`src/rtl/div_pkg.sv`:
```
// Shared types and width helpers for the sequential restoring divider.
// Optional build macro: DIV_TRUNC_EN (truncated-approximate division).
package div_pkg;

    // Divider control states.
    typedef enum logic [1:0] {
        IDLE = 2'd0,
        BUSY = 2'd1,
        DONE = 2'd2
    } state_t;

    // Dividend/quotient width for a given divisor width.
    function automatic int quot_width(input int w);
        return 2 * w;
    endfunction

    // Width of the step counter, which counts down from 2W-1 to 0.
    function automatic int cnt_width(input int w);
        return (2 * w > 1) ? $clog2(2 * w) : 1;
    endfunction

endpackage

```
`src/rtl/div_step.sv`:
```
// One combinational restoring-division step: shift the next dividend bit
// into the partial remainder, then subtract the divisor if it fits.
module div_step #(
    parameter int W = 8
) (
    input  logic [W:0]   pr_in,
    input  logic         dvd_bit,
    input  logic [W-1:0] divisor,
    output logic [W:0]   pr_out,
    output logic         q_bit
);

    logic [W:0] shifted;
    logic [W:0] dvs_ext;

    // Compare and conditionally subtract in W+1 bits. A set top bit of pr_in
    // would mean the shifted value already exceeds any W-bit divisor; the
    // restoring loop keeps pr below the divisor so that bit stays clear.
    always_comb begin
        shifted = {pr_in[W-1:0], dvd_bit};
        dvs_ext = {1'b0, divisor};
        q_bit   = pr_in[W] | (shifted >= dvs_ext);
        pr_out  = q_bit ? (shifted - dvs_ext) : shifted;
    end

endmodule

```
`src/rtl/seq_restoring_div.sv`:
```
// Sequential unsigned restoring divider: 2W-bit dividend / W-bit divisor,
// one quotient bit per cycle, valid/ready on both operand and result sides.
// Optional build macro: DIV_TRUNC_EN skips the low TRUNC_BITS quotient bits.
//
// Handshake: a transfer happens on a rising edge where valid and ready are
// both high; the producer holds valid and its data until that edge, and
// ready never depends combinationally on valid.
module seq_restoring_div
    import div_pkg::*;
#(
    parameter int W          = 8,
    parameter int TRUNC_BITS = 4
) (
    input  logic                 clk,
    input  logic                 rst,
    input  logic                 in_valid,
    output logic                 in_ready,
    input  logic [2*W-1:0]       dividend,
    input  logic [W-1:0]         divisor,
    output logic                 out_valid,
    input  logic                 out_ready,
    output logic [2*W-1:0]       quotient,
    output logic [W-1:0]         remainder,
    output logic                 div_by_zero
);

    localparam int QW = quot_width(W);
    localparam int CW = cnt_width(W);

`ifdef DIV_TRUNC_EN
    // Low dividend bits below TRUNC_BITS are never shifted in.
    localparam int SKIP = TRUNC_BITS;
`else
    // Exact division consumes every dividend bit.
    localparam int SKIP = TRUNC_BITS * 0;
`endif

    localparam logic [CW-1:0] CNT_START = CW'(QW - SKIP - 1);

    state_t          state;
    logic [CW-1:0]   cnt;
    logic [QW-1:0]   dvd_q;
    logic [W-1:0]    dvs_q;
    logic [W:0]      pr;
    logic [QW-1:0]   quo;
    logic            dbz_q;

    logic [W:0]      pr_nxt;
    logic            q_bit;

    // Restoring step on the current partial remainder and dividend MSB.
    div_step #(
        .W (W)
    ) u_step (
        .pr_in   (pr),
        .dvd_bit (dvd_q[QW-1]),
        .divisor (dvs_q),
        .pr_out  (pr_nxt),
        .q_bit   (q_bit)
    );

    // Control FSM with registered handshake flags and result registers.
    always_ff @(posedge clk or posedge rst) begin
        if (rst) begin
            state       <= IDLE;
            in_ready    <= 1'b1;
            out_valid   <= 1'b0;
            quotient    <= '0;
            remainder   <= '0;
            div_by_zero <= 1'b0;
            cnt         <= '0;
            dvd_q       <= '0;
            dvs_q       <= '0;
            pr          <= '0;
            quo         <= '0;
            dbz_q       <= 1'b0;
        end else begin
            case (state)
                IDLE: begin
                    if (in_valid && in_ready) begin
                        in_ready <= 1'b0;
                        dvd_q    <= dividend;
                        dvs_q    <= divisor;
                        if (divisor == '0) begin
                            // Divide-by-zero: result is known immediately.
                            quo   <= '1;
                            pr    <= {1'b0, dividend[W-1:0]};
                            dbz_q <= 1'b1;
                            state <= DONE;
                        end else begin
                            quo   <= '0;
                            pr    <= '0;
                            dbz_q <= 1'b0;
                            cnt   <= CNT_START;
                            state <= BUSY;
                        end
                    end
                end

                BUSY: begin
                    pr    <= pr_nxt;
                    quo   <= {quo[QW-2:0], q_bit};
                    dvd_q <= {dvd_q[QW-2:0], 1'b0};
                    if (cnt == '0) begin
                        state <= DONE;
                    end else begin
                        cnt <= cnt - 1'b1;
                    end
                end

                DONE: begin
                    if (!out_valid) begin
                        // First DONE cycle: publish the result registers.
                        out_valid   <= 1'b1;
                        quotient    <= dbz_q ? quo : (quo << SKIP);
                        remainder   <= pr[W-1:0];
                        div_by_zero <= dbz_q;
                    end else if (out_ready) begin
                        out_valid <= 1'b0;
                        in_ready  <= 1'b1;
                        state     <= IDLE;
                    end
                end

                default: begin
                    state <= IDLE;
                end
            endcase
        end
    end

endmodule

```
`config.mk`:
```
export PLATFORM = sky130hd
export DESIGN_NAME = seq_restoring_div
export DESIGN_NICKNAME = d
export VERILOG_FILES = /design/src/rtl/div_pkg.sv /design/src/rtl/div_step.sv /design/src/rtl/seq_restoring_div.sv
export SDC_FILE = /design/constraint.sdc
export NUM_CORES = 1
export LEC_CHECK = 0
export BUFFER_PORTS_ARGS = -buffer_cell sky130_fd_sc_hd__buf_4
export CAP_MARGIN = 10
export CORE_MARGIN = 5
export CORE_UTILIZATION = 45
export CTS_CLUSTER_SIZE = 28
export DETAILED_ROUTE_END_ITERATION = 6
export HOLD_SLACK_MARGIN = 0.12
export SKIP_LAST_GASP = 1
export SYNTH_ARGS = -nofsm -noshare
export SYNTH_HDL_FRONTEND = slang
export SYNTH_SLANG_ARGS = --single-unit
```
`constraint.sdc`:
```
create_clock -name clk -period 3.2 [get_ports clk]
set_input_delay 0.16 -clock clk [delete_from_list [all_inputs] [get_ports clk]]
set_output_delay 0.16 -clock clk [all_outputs]
set_load 0.01 [all_outputs]
```
* Yosys cells after proc, flatten, opt, wreduce, memory -nomap -nowiden
Index checks and enable logic that the tools add are counted.
** Word-level totals
- Bits in registers :: 83
- Output and inout port bits :: 27
- Word-level logic and storage cells :: 63
- Bits of input ports :: 28
** Cells by class
- Add/sub/neg operators :: 2
- Bitwise operators :: 2
- Muxes and demuxes :: 26
- Magnitude comparators :: 1
- Eq/ne operators :: 8
- Reductions and logical operators :: 12
** Operators with widths (number)
- case mux 16 bit (2 select lines) :: 2
- two-way mux 16 bit :: 3
- two-way mux 9 bit :: 2
- case mux 9 bit (2 select lines) :: 1
- two-way mux 4 bit :: 3
- inequality test 2 bit (second input constant) :: 6
- AND reduction 4 bit :: 3
- two-way mux 2 bit :: 5
- greater-or-equal comparator 9 x 8 -> 1 bit :: 1
- subtractor 9 x 8 -> 9 bit :: 1
- logical NOT 8 bit :: 1
- two-way mux 8 bit :: 1
- case mux 4 bit (2 select lines) :: 1
- two-way mux 1 bit :: 6
- case mux 2 bit (3 select lines) :: 1
- AND reduction 2 bit :: 3
- logical NOT 4 bit :: 1
- nonzero test 2 bit :: 2
- subtractor 4 x 1 -> 4 bit (second input constant) :: 1
- == test 2 x 1 -> 1 bit (second input constant) :: 1
- == test 2 bit (second input constant) :: 1
- logical NOT 2 bit :: 1
- case mux 1 bit (2 select lines) :: 1
- logical AND 1 bit :: 1
- other kinds (2) :: 2

* Depth between registers and ports, before layout
Gate-level depths: netlist (run 1).
- Depth in word-level cells :: 4
- Mapped depth :: 8
- Mapped depth without buffers :: 8

* By module
A second synthesis (run 1) with hierarchy kept.
** Unflattened totals
- Cells, all modules :: 358
- Area, all modules :: 3970.1 um^2
** By module, submodules not included
- seq_restoring_div :: area each 3434.5 um^2, times used 1, cells an instance 283, seq. area each 2078.2 um^2
- div_step :: area each 535.5 um^2, times used 1, cells an instance 75, seq. area each 0.0 um^2

* Worst setup path after synthesis (run 1)
OpenSTA, ideal clock, no wires.
- Kind :: reg2reg
- From :: register dvs_q[0]
- To :: register pr[6]
- Buffers on the path :: 0
- Data required time :: 3.074 ns
- Clock period less this slack :: 1.984 ns
- Arrival time :: 1.858 ns
- Slack :: 1.216 ns
- Library setup time :: 0.126 ns
- Stages on the path, launching flop included :: 8
- Path through :: dfrtp_1 > ha_1 > fa_1 > nand2b_1 > a21oi_1 > mux2i_1 > a221oi_1 > a311o_1
** Between the ends
- Longest elaborated chain between the ends :: 4
- Elaborated cells between the ends (all ways) :: 5
- Classes of those cells :: add/sub: 1; order compare: 1; mux: 2; bitwise: 1
** Ends and longest elaborated chain
- start, declared :: RTL line seq_restoring_div.sv:43 : logic [W-1:0] dvs_q;
- start signal, assigned :: RTL line seq_restoring_div.sv:83 : dvs_q <= divisor;
- greater-or-equal comparator 9 x 8 -> 1 bit :: RTL line div_step.sv:22 : q_bit = pr_in[W] | (shifted >= dvs_ext);
- OR 1 bit :: RTL line div_step.sv:22
- two-way mux 9 bit (*) :: RTL line div_step.sv:23 : pr_out = q_bit ? (shifted - dvs_ext) : shifted;
- case mux 9 bit (2 select lines) (*) :: RTL line seq_restoring_div.sv:78 : case (state)
- end signal, assigned :: RTL line seq_restoring_div.sv:87 : pr <= {1'b0, dividend[W-1:0]};
- end signal, assigned :: RTL line seq_restoring_div.sv:101 : pr <= pr_nxt;
- end, declared :: RTL line seq_restoring_div.sv:44 : logic [W:0] pr;
Every way passes the cells marked *; elsewhere a longest branch is shown, timed or not.
A chain may end at the register's enable or synchronous reset.

* Worst setup path in the final report (run 1)
Same ends and word-level chain as after synthesis.

==> results of run 1 <==
## sequential cells by signal, summed over array words and instances (netlist names)
name / flops
div_by_zero: 1
out_valid: 1
dvd_q: 16
pr: 9
quo: 16
dbz_q: 1
quotient: 16
in_ready: 1
dvs_q: 8
state: 2
cnt: 4
remainder: 8
## power by group
part,switching [uW],internal (uW),leakage (uW)
sequential,327,1500,0.00102
clock,386,438,0.000106
combinational,1210,1000,0.00118
total,1930,2940,0.00230
## repair_timing
| action | 4_1_cts | 5_1_grt |
|---|---|---|
| buffers inserted | 0 | 0 |
| endpoints found under the hold margin | 53 | 0 |
| hold buffers | 20 | 0 |
## worst paths after layout
check                             from           to  slack [ps]  depth (start not counted)
setup / recovery              dvs_q[0]        pr[6]        1050                          7
hold / removal             dividend[4]     dvd_q[4]         130                          3
setup reg to reg              dvs_q[0]        pr[6]        1050                          7
hold reg to reg                 cnt[3]       cnt[3]         480                          1
max in group asynchronous          rst     dvs_q[5]        2110                          4
min in group asynchronous          rst  quotient[4]         430                          3
## per-stage QoR
| stage | total power [uW] | utilization | worst slack, ps | hold slack (ps) |
|---|---|---|---|---|
| after global routing | 5280 | 0.565 | 880 | 125 |
| after global placement | 4000 | 0.517 | 1110 | 277 |
| final | 4870 | 0.565 | 1050 | 131 |
| after CTS | 4920 | 0.565 | 1030 | 122 |
| after detailed placement | 4050 | 0.517 | 1060 | 278 |
| after floorplan | 3410 | - | 905 | 265 |
## cells in the mapped netlist (all sizes together) (2+ instances only)
cell	number
ha	9
a21oi	11
a221oi	2
nor4	2
a211oi	3
o21ai	23
and2b	2
o211ai	4
nand3	40
o21a	6
nor2b	2
nand2b	5
clkbuf	4
nand2	77
dfrtp	82
nor2	28
nand4	3
buf	19
inv	14
xor2	2
nor3	7
o31ai	4
a31oi	17
a31o	2
mux2	25
## layer usage
metal	up-vias	wire, um	track usage
li1	1573	-	-
met1	1540	4410	0.255
met2	79	4410	0.272
met3	7	486	0.0493
met4	0	80	0.0420
met5	-	0	0
## critical path, stage by stage (launching register included)
cell,delay [ps]
sky130_fd_sc_hd__dfrtp_1,390
sky130_fd_sc_hd__ha_1,230
sky130_fd_sc_hd__fa_1,410
sky130_fd_sc_hd__nand2b_1,190
sky130_fd_sc_hd__a21oi_1,220
sky130_fd_sc_hd__mux2i_1,210
sky130_fd_sc_hd__a221oi_1,90
sky130_fd_sc_hd__a311o_1,290
## area by class of cell
cell class / instances / area, um2 / area share
clock inverter: 6 / 90.1 / 0.0182
multi-input combinational: 290 / 1810 / 0.366
timing repair buffer: 79 / 656 / 0.133
clock buffer: 9 / 124 / 0.0250
tap: 108 / 135 / 0.0273
inverter: 14 / 53.8 / 0.0109
sequential: 83 / 2080 / 0.420
## cell families after synthesis
logic type	count (synthesis)	synth area share
AOI/OAI and AO/OA	80	0.140
xor gates and xnor gates	3	0.00645
adders and majority gates	10	0.0325
buffers and inverters	37	0.0464
DFF	83	0.510
muxes	26	0.0715
and+or+nand+nor	171	0.193
==> run summary, run 1 <==
The achievable clock frequency is 464 MHz. The area of the mapped netlist is 4080 um2. The root buffer selected by CTS is sky130_fd_sc_hd__clkbuf_8.

The worst setup path is captured at a flop. Counting along the longest clock path gives a buffer depth of 2. The share of synthesized registers carrying an async set or reset is 1.00. The largest fanout of any net on the critical path came out at 3. In this run the mean area of a mapped cell was 9.94 um2. The number of buffer cells added on primary ports came out at 54.

In the global route stage, overall resource usage came out at 0.179. The number of distinct standard cells referenced by the synthesized netlist came out at 56. Post-CTS repair changed the size of 0 cells.

The via total after detailed routing is 3199. The post-synthesis sequential area ratio is 0.510. In this run the worst hold path is classified as in -> reg.

The overall die area is 11100 um2. The leakage power figure is 0.00230 uW. After detailed placement, the design holds a cell count of 554. Setup repair after global routing left no endpoint under its margin. The number of design-rule violations left by the first detailed-router iteration came out at 157. The total of fill cells in the finished design came out at 781.

The floorplan step set the die height to 105 um. The post-layout instance count excluding filler cells is 589. In this run the number of H-tree levels came out at 3. For this design the ratio of total power to cell area is 984 nW/um2. At the end of routability-driven placement, the weighted congestion stood at 0.819. The part of the cycle the worst path needs came out at 0.673. VDD sags by at most 0.000453 V. The worst setup path is of the reg -> reg kind. sky130_fd_sc_hd__dfrtp_1 takes more of the synthesized area than any other cell. After the last flow step, the layout net total stands at 515. Counting every instance in the synthesized netlist gives 410. The number of antenna violations at the first check in global routing is 0.

The count of inserted antenna diode cells is 0. The floorplan die width came out at 105 um. Clock tree synthesis found a total of 83 sinks. The leading cell type in the layout, fill and taps excluded is sky130_fd_sc_hd__dfrtp_1. TritonCTS built the clock tree. The clock latency of the later-clocked register in the worst-skew pair came out at 350 ps. Summed over all layers, the routed wires come to 9.38 mm.

Of the post-synthesis cell area, the dominant cell type holds 0.504. By area the synthesized netlist is led by sky130_fd_sc_hd__dfrtp_1 50%, sky130_fd_sc_hd__nand2_1 7.0%, sky130_fd_sc_hd__mux2_2 6.9%, sky130_fd_sc_hd__nand3_1 4.9%, sky130_fd_sc_hd__ha_1 2.8%. The post-detailed-route DRC marker count came out at 0. After global routing the overflow that remains totals 0.

The initial standard-cell utilization of the core came out at 0.465. The count of maximum capacitance violations came out at 0. In the layout the commonest cells are 82 x sky130_fd_sc_hd__dfrtp_1, 76 x sky130_fd_sc_hd__nand2_1, 58 x sky130_fd_sc_hd__buf_4, 40 x sky130_fd_sc_hd__nand3_1, 25 x sky130_fd_sc_hd__mux2_2. Entering global routing, the biggest net connects 49 pins. At the pin with the least slew margin, the transition time is 734 ps.

The wire-length estimate of the detail-placed layout is 6.50 mm. In this run the cell area measured after placement is 4530 um2. The wire length of the first global-routing pass is 16.0 mm. In this run, synthesis inferred 0 flip-flops with an integrated enable. The number of global-route vias before repair came out at 3150. After synthesis the netlist holds a flip-flop and latch count of 83. The clock slew seen by the registers of the worst setup and hold paths is 90 ps. The core box area is 8760 um2. The final-report hold violation count is 0. The layout overhead on the synthesized area came out at 21.4%. The average routed wire per standard cell came out at 15.9 um. The post-detailed-route via-to-cell ratio came out at 5.43.

The final sum of negative setup slack came out at 0 ps. The count of endpoints failing setup in the final report is 0. Among all flip-flop cells after synthesis, the most frequent one is sky130_fd_sc_hd__dfrtp_1. The shortest clock period the worst path allows after layout came out at 2150 ps. The total iterations of the first detailed-routing run is 5. In this run the tightest slew margin relative to its limit is 0.508. The ratio of cells with drive above 1 in the final layout came out at 0.249. With fillers left out, the area of the finished cells amounts to 4950 um2. Data on the critical path arrives at its endpoint at 2390 ps. The count of pins on the block boundary came out at 55. The synthesized netlist net count came out at 448. TritonCTS created 9 clock buffers. The placement row count is 34. For this run, the number of Yosys warnings is 0. The worst clock skew on the final layout came out at 8.67 ps. The worst setup path is launched from a flop.

The post-route antenna net violation count is 0. The run finished with clean final reports. The required time reported for the critical path endpoint came out at 3440 ps.

The final-report max-slew violation count was 0.
Power figures use the tool's default switching activity.
==> inputs of run 2 (changes only) <==
clock period = 2.2 ns   (was 3.2 ns; I/O delays follow)
==> run 2 against run 1 <==
Clock-buffer cell count grew 1; largest cell class unchanged; highest routed layer unchanged; worst hold slack gained 22 ps; cell area grew 2.9%; global-route usage shrank 0.063 points; sequential power grew 44%; utilization grew 1.7 points; die area is the same.
==> run summary, run 2 (synthesis results as in run 1) <==
The ratio of total power to cell area came out at 1420 nW/um2 (+44%). The ratio of cells with drive above 1 in the final layout was 0.262 (+0.0126). The count of maximum capacitance violations came out at 0 (unchanged). The count of endpoints failing setup in the final report came to 0 (unchanged). The final-report hold violation count is 0 (unchanged). The peak ir drop on the vdd network came out at 0.000639 V (+41%). The largest net degree at the start of global routing is 84 (+71%). The leading cell type in the layout, fill and taps excluded is sky130_fd_sc_hd__dfrtp_1. The overall die area is 11100 um2 (unchanged). The post-route antenna net violation count was 0 (unchanged).

The cell total after placement came out at 561 (+1.3%). The fraction of the core area covered by cells at the end of the flow is 0.581 (+0.0166). The total routed wirelength was 9.65 mm (+2.9%). The worst setup path is of the reg -> reg kind. The net count reported at finish is 529 (+2.7%). The H-tree depth reported by CTS came out at 3 (unchanged). The total iterations of the first detailed-routing run is 4 (-1).

The sequential cell area is 2080 um2 (unchanged). The clock net sink count came out at 83 (unchanged). The flow ran to the end, and the final reports show no timing, DRC or antenna violations. The post-layout instance count excluding filler cells came out at 604 (+2.5%).

TritonCTS built the clock tree. The count of pins on the block boundary came out at 55 (unchanged). The total of fill cells in the finished design came out at 748 (-4.2%). The floorplan die width is 105 um (unchanged). The wire length of the first global-routing pass came to 16.2 mm (+1.2%). The worst relative slew slack came out at 0.660 (+0.153). The root buffer cell chosen for the clock tree is sky130_fd_sc_hd__clkbuf_8.

The shortest clock period the worst path allows after layout came out at 2080 ps (-76.5 ps). The post-placement worst setup slack was 72.5 ps (-987 ps). The count of inserted antenna diode cells is 0 (unchanged).

The met1 wire length came to 4.53 mm (+2.8%). The detailed-placement wirelength estimate was 6.43 mm (-1.1%). STA classifies the critical path startpoint as a flop. The total met2 wirelength after detailed routing is 4.52 mm (+2.5%). The largest fanout of any net on the critical path is 3 (unchanged). The final-report max-slew violation count came out at 0 (unchanged).

The highest metal layer with signal wires is met4. The data arrival time of the worst path was 2330 ps (-60 ps). The number of clock buffers inserted by TritonCTS is 9 (unchanged).

The clock latency of the later-clocked register in the worst-skew pair is 360 ps (about the same). In the layout the commonest cells are 82 x sky130_fd_sc_hd__dfrtp_1, 76 x sky130_fd_sc_hd__nand2_1, 64 x sky130_fd_sc_hd__buf_4, 40 x sky130_fd_sc_hd__nand3_1, 27 x sky130_fd_sc_hd__dlygate4sd3_1. The slew at the pin closest to its max-slew limit is 509 ps (-225 ps). The post-layout worst setup margin came to 123 ps (-924 ps).

The kind of capture point of the worst setup path is a flop. The initial standard-cell utilization of the core came out at 0.465 (unchanged). The average routed wire per standard cell is 16.0 um (+0.30%). The required time reported for the critical path endpoint is 2460 ps (-980 ps). The number of design-rule violations left by the first detailed-router iteration came to 152 (-3.2%). The post-detailed-route via-to-cell ratio came out at 5.42 (-0.29%). The number of global-route vias before repair is 3230 (+2.5%). The via total after detailed routing came out at 3271 (+2.3%).

The part of the cycle the worst path needs came to 0.944 (+0.271). The achievable clock frequency is 481 MHz (+3.7%). The detailed route wirelength on metal3 came out at 417 um (-14%). The min-delay analysis places its worst path in the category in -> reg.

The worst clock skew on the final layout is 10.9 ps (+2.27 ps). The core box area is 8760 um2 (unchanged). In the final layout, the registers with the most flip-flops are dvd_q (16), quo (16), quotient (16).

The sum of overflow across all layers after global routing came to 0 (unchanged). The post-detailed-route DRC marker count came out at 0 (unchanged). The area occupied by multi-input gates came to 1820 um2 (+0.62%). The leakage power figure is 0.00237 uW (+2.8%). The number of antenna violations at the first check in global routing came out at 0 (unchanged).

The routability-driven placement congestion ratio is 0.937 (+15%). The number of buffer cells added on primary ports came out at 54 (unchanged). The deepest clock path buffer count came out at 2 (unchanged). The vertical die dimension is 105 um (unchanged). The setup fix buffers added after clock tree synthesis came to 0 (unchanged). The placement row count is 34 (unchanged).

Compared with the post-synthesis result, the final layout area differs by 25.0%. The global-route usage over all layers is 0.178 (-0.000627). The clock slew seen by the registers of the worst setup and hold paths is 100 ps (about the same).
==> run 2: changes by cell type in the layout (fill, tap and decap cells not counted), sizes merged <==
cell / change
buf: +7
clkbuf: +1
clkinvlp: +3
bufinv: -1
inv: +1
clkinv: -3
dlygate4sd3: +7
==> run 2: final timing paths <==
kind                             start          end  slack, ps  cells after the start
max                          dvd_q[15]        pr[6]        120                      8
min                        dividend[0]        pr[0]        150                      4
max reg2reg                  dvd_q[15]        pr[6]        120                      8
min reg2reg                     cnt[3]       cnt[3]        480                      1
max in group asynchronous          rst     dvs_q[7]       1420                      4
min in group asynchronous          rst  quotient[6]        420                      4
==> run 2: area by class of cell <==
type                    count  share of cell area
clock buffers              10              0.0270
well taps                 108              0.0265
repair buffers             93               0.155
multi-input cells         290               0.358
clock inverters             6              0.0143
flip-flops and latches     83               0.408
inverters                  14              0.0111
==> run 2: what timing repair did <==
| item | CTS | global route |
|---|---|---|
| gates resized for setup | 0 | 2 |
| endpoints found under the setup margin | 0 | 1 |
| hold endpoints to repair | 109 | 0 |
| hold buffers | 27 | 0 |
==> run 2: power by group <==
group	switching (uW)	total, uW	internal (uW)
sequential	438	2630	2190
clock	605	1170	567
combinational	1860	3430	1570
==> run 2: worst max-delay path: stages, from the launching register on <==
cell,delay [ps]
sky130_fd_sc_hd__dfrtp_1,360
sky130_fd_sc_hd__inv_1,60
sky130_fd_sc_hd__ha_1,200
sky130_fd_sc_hd__fa_1,420
sky130_fd_sc_hd__nand2b_4,170
sky130_fd_sc_hd__a21oi_2,170
sky130_fd_sc_hd__mux2i_1,200
sky130_fd_sc_hd__a221oi_1,90
sky130_fd_sc_hd__a311o_1,290
==> run 2: through the flow <==
step | instance area [um2] | setup TNS (ps) | total power [uW] | hold WS [ps]
final | 5090 | 0 | 7230 | 153
after global routing | 5090 | -16.9 | 7760 | 169
after CTS | 5080 | 0 | 7220 | 166
after detailed placement | 4600 | 0 | 5980 | 279
after global placement | 4600 | 0 | 5930 | 276
after floorplan | 4080 | 0 | 4960 | 215
==> run 2: per-layer routing <==
layer / global-route usage / up-vias
met5: 0 / -
met4: 0.0667 / 0
met3: 0.0277 / 15
met2: 0.276 / 77
met1: 0.252 / 1575
li1: - / 1604
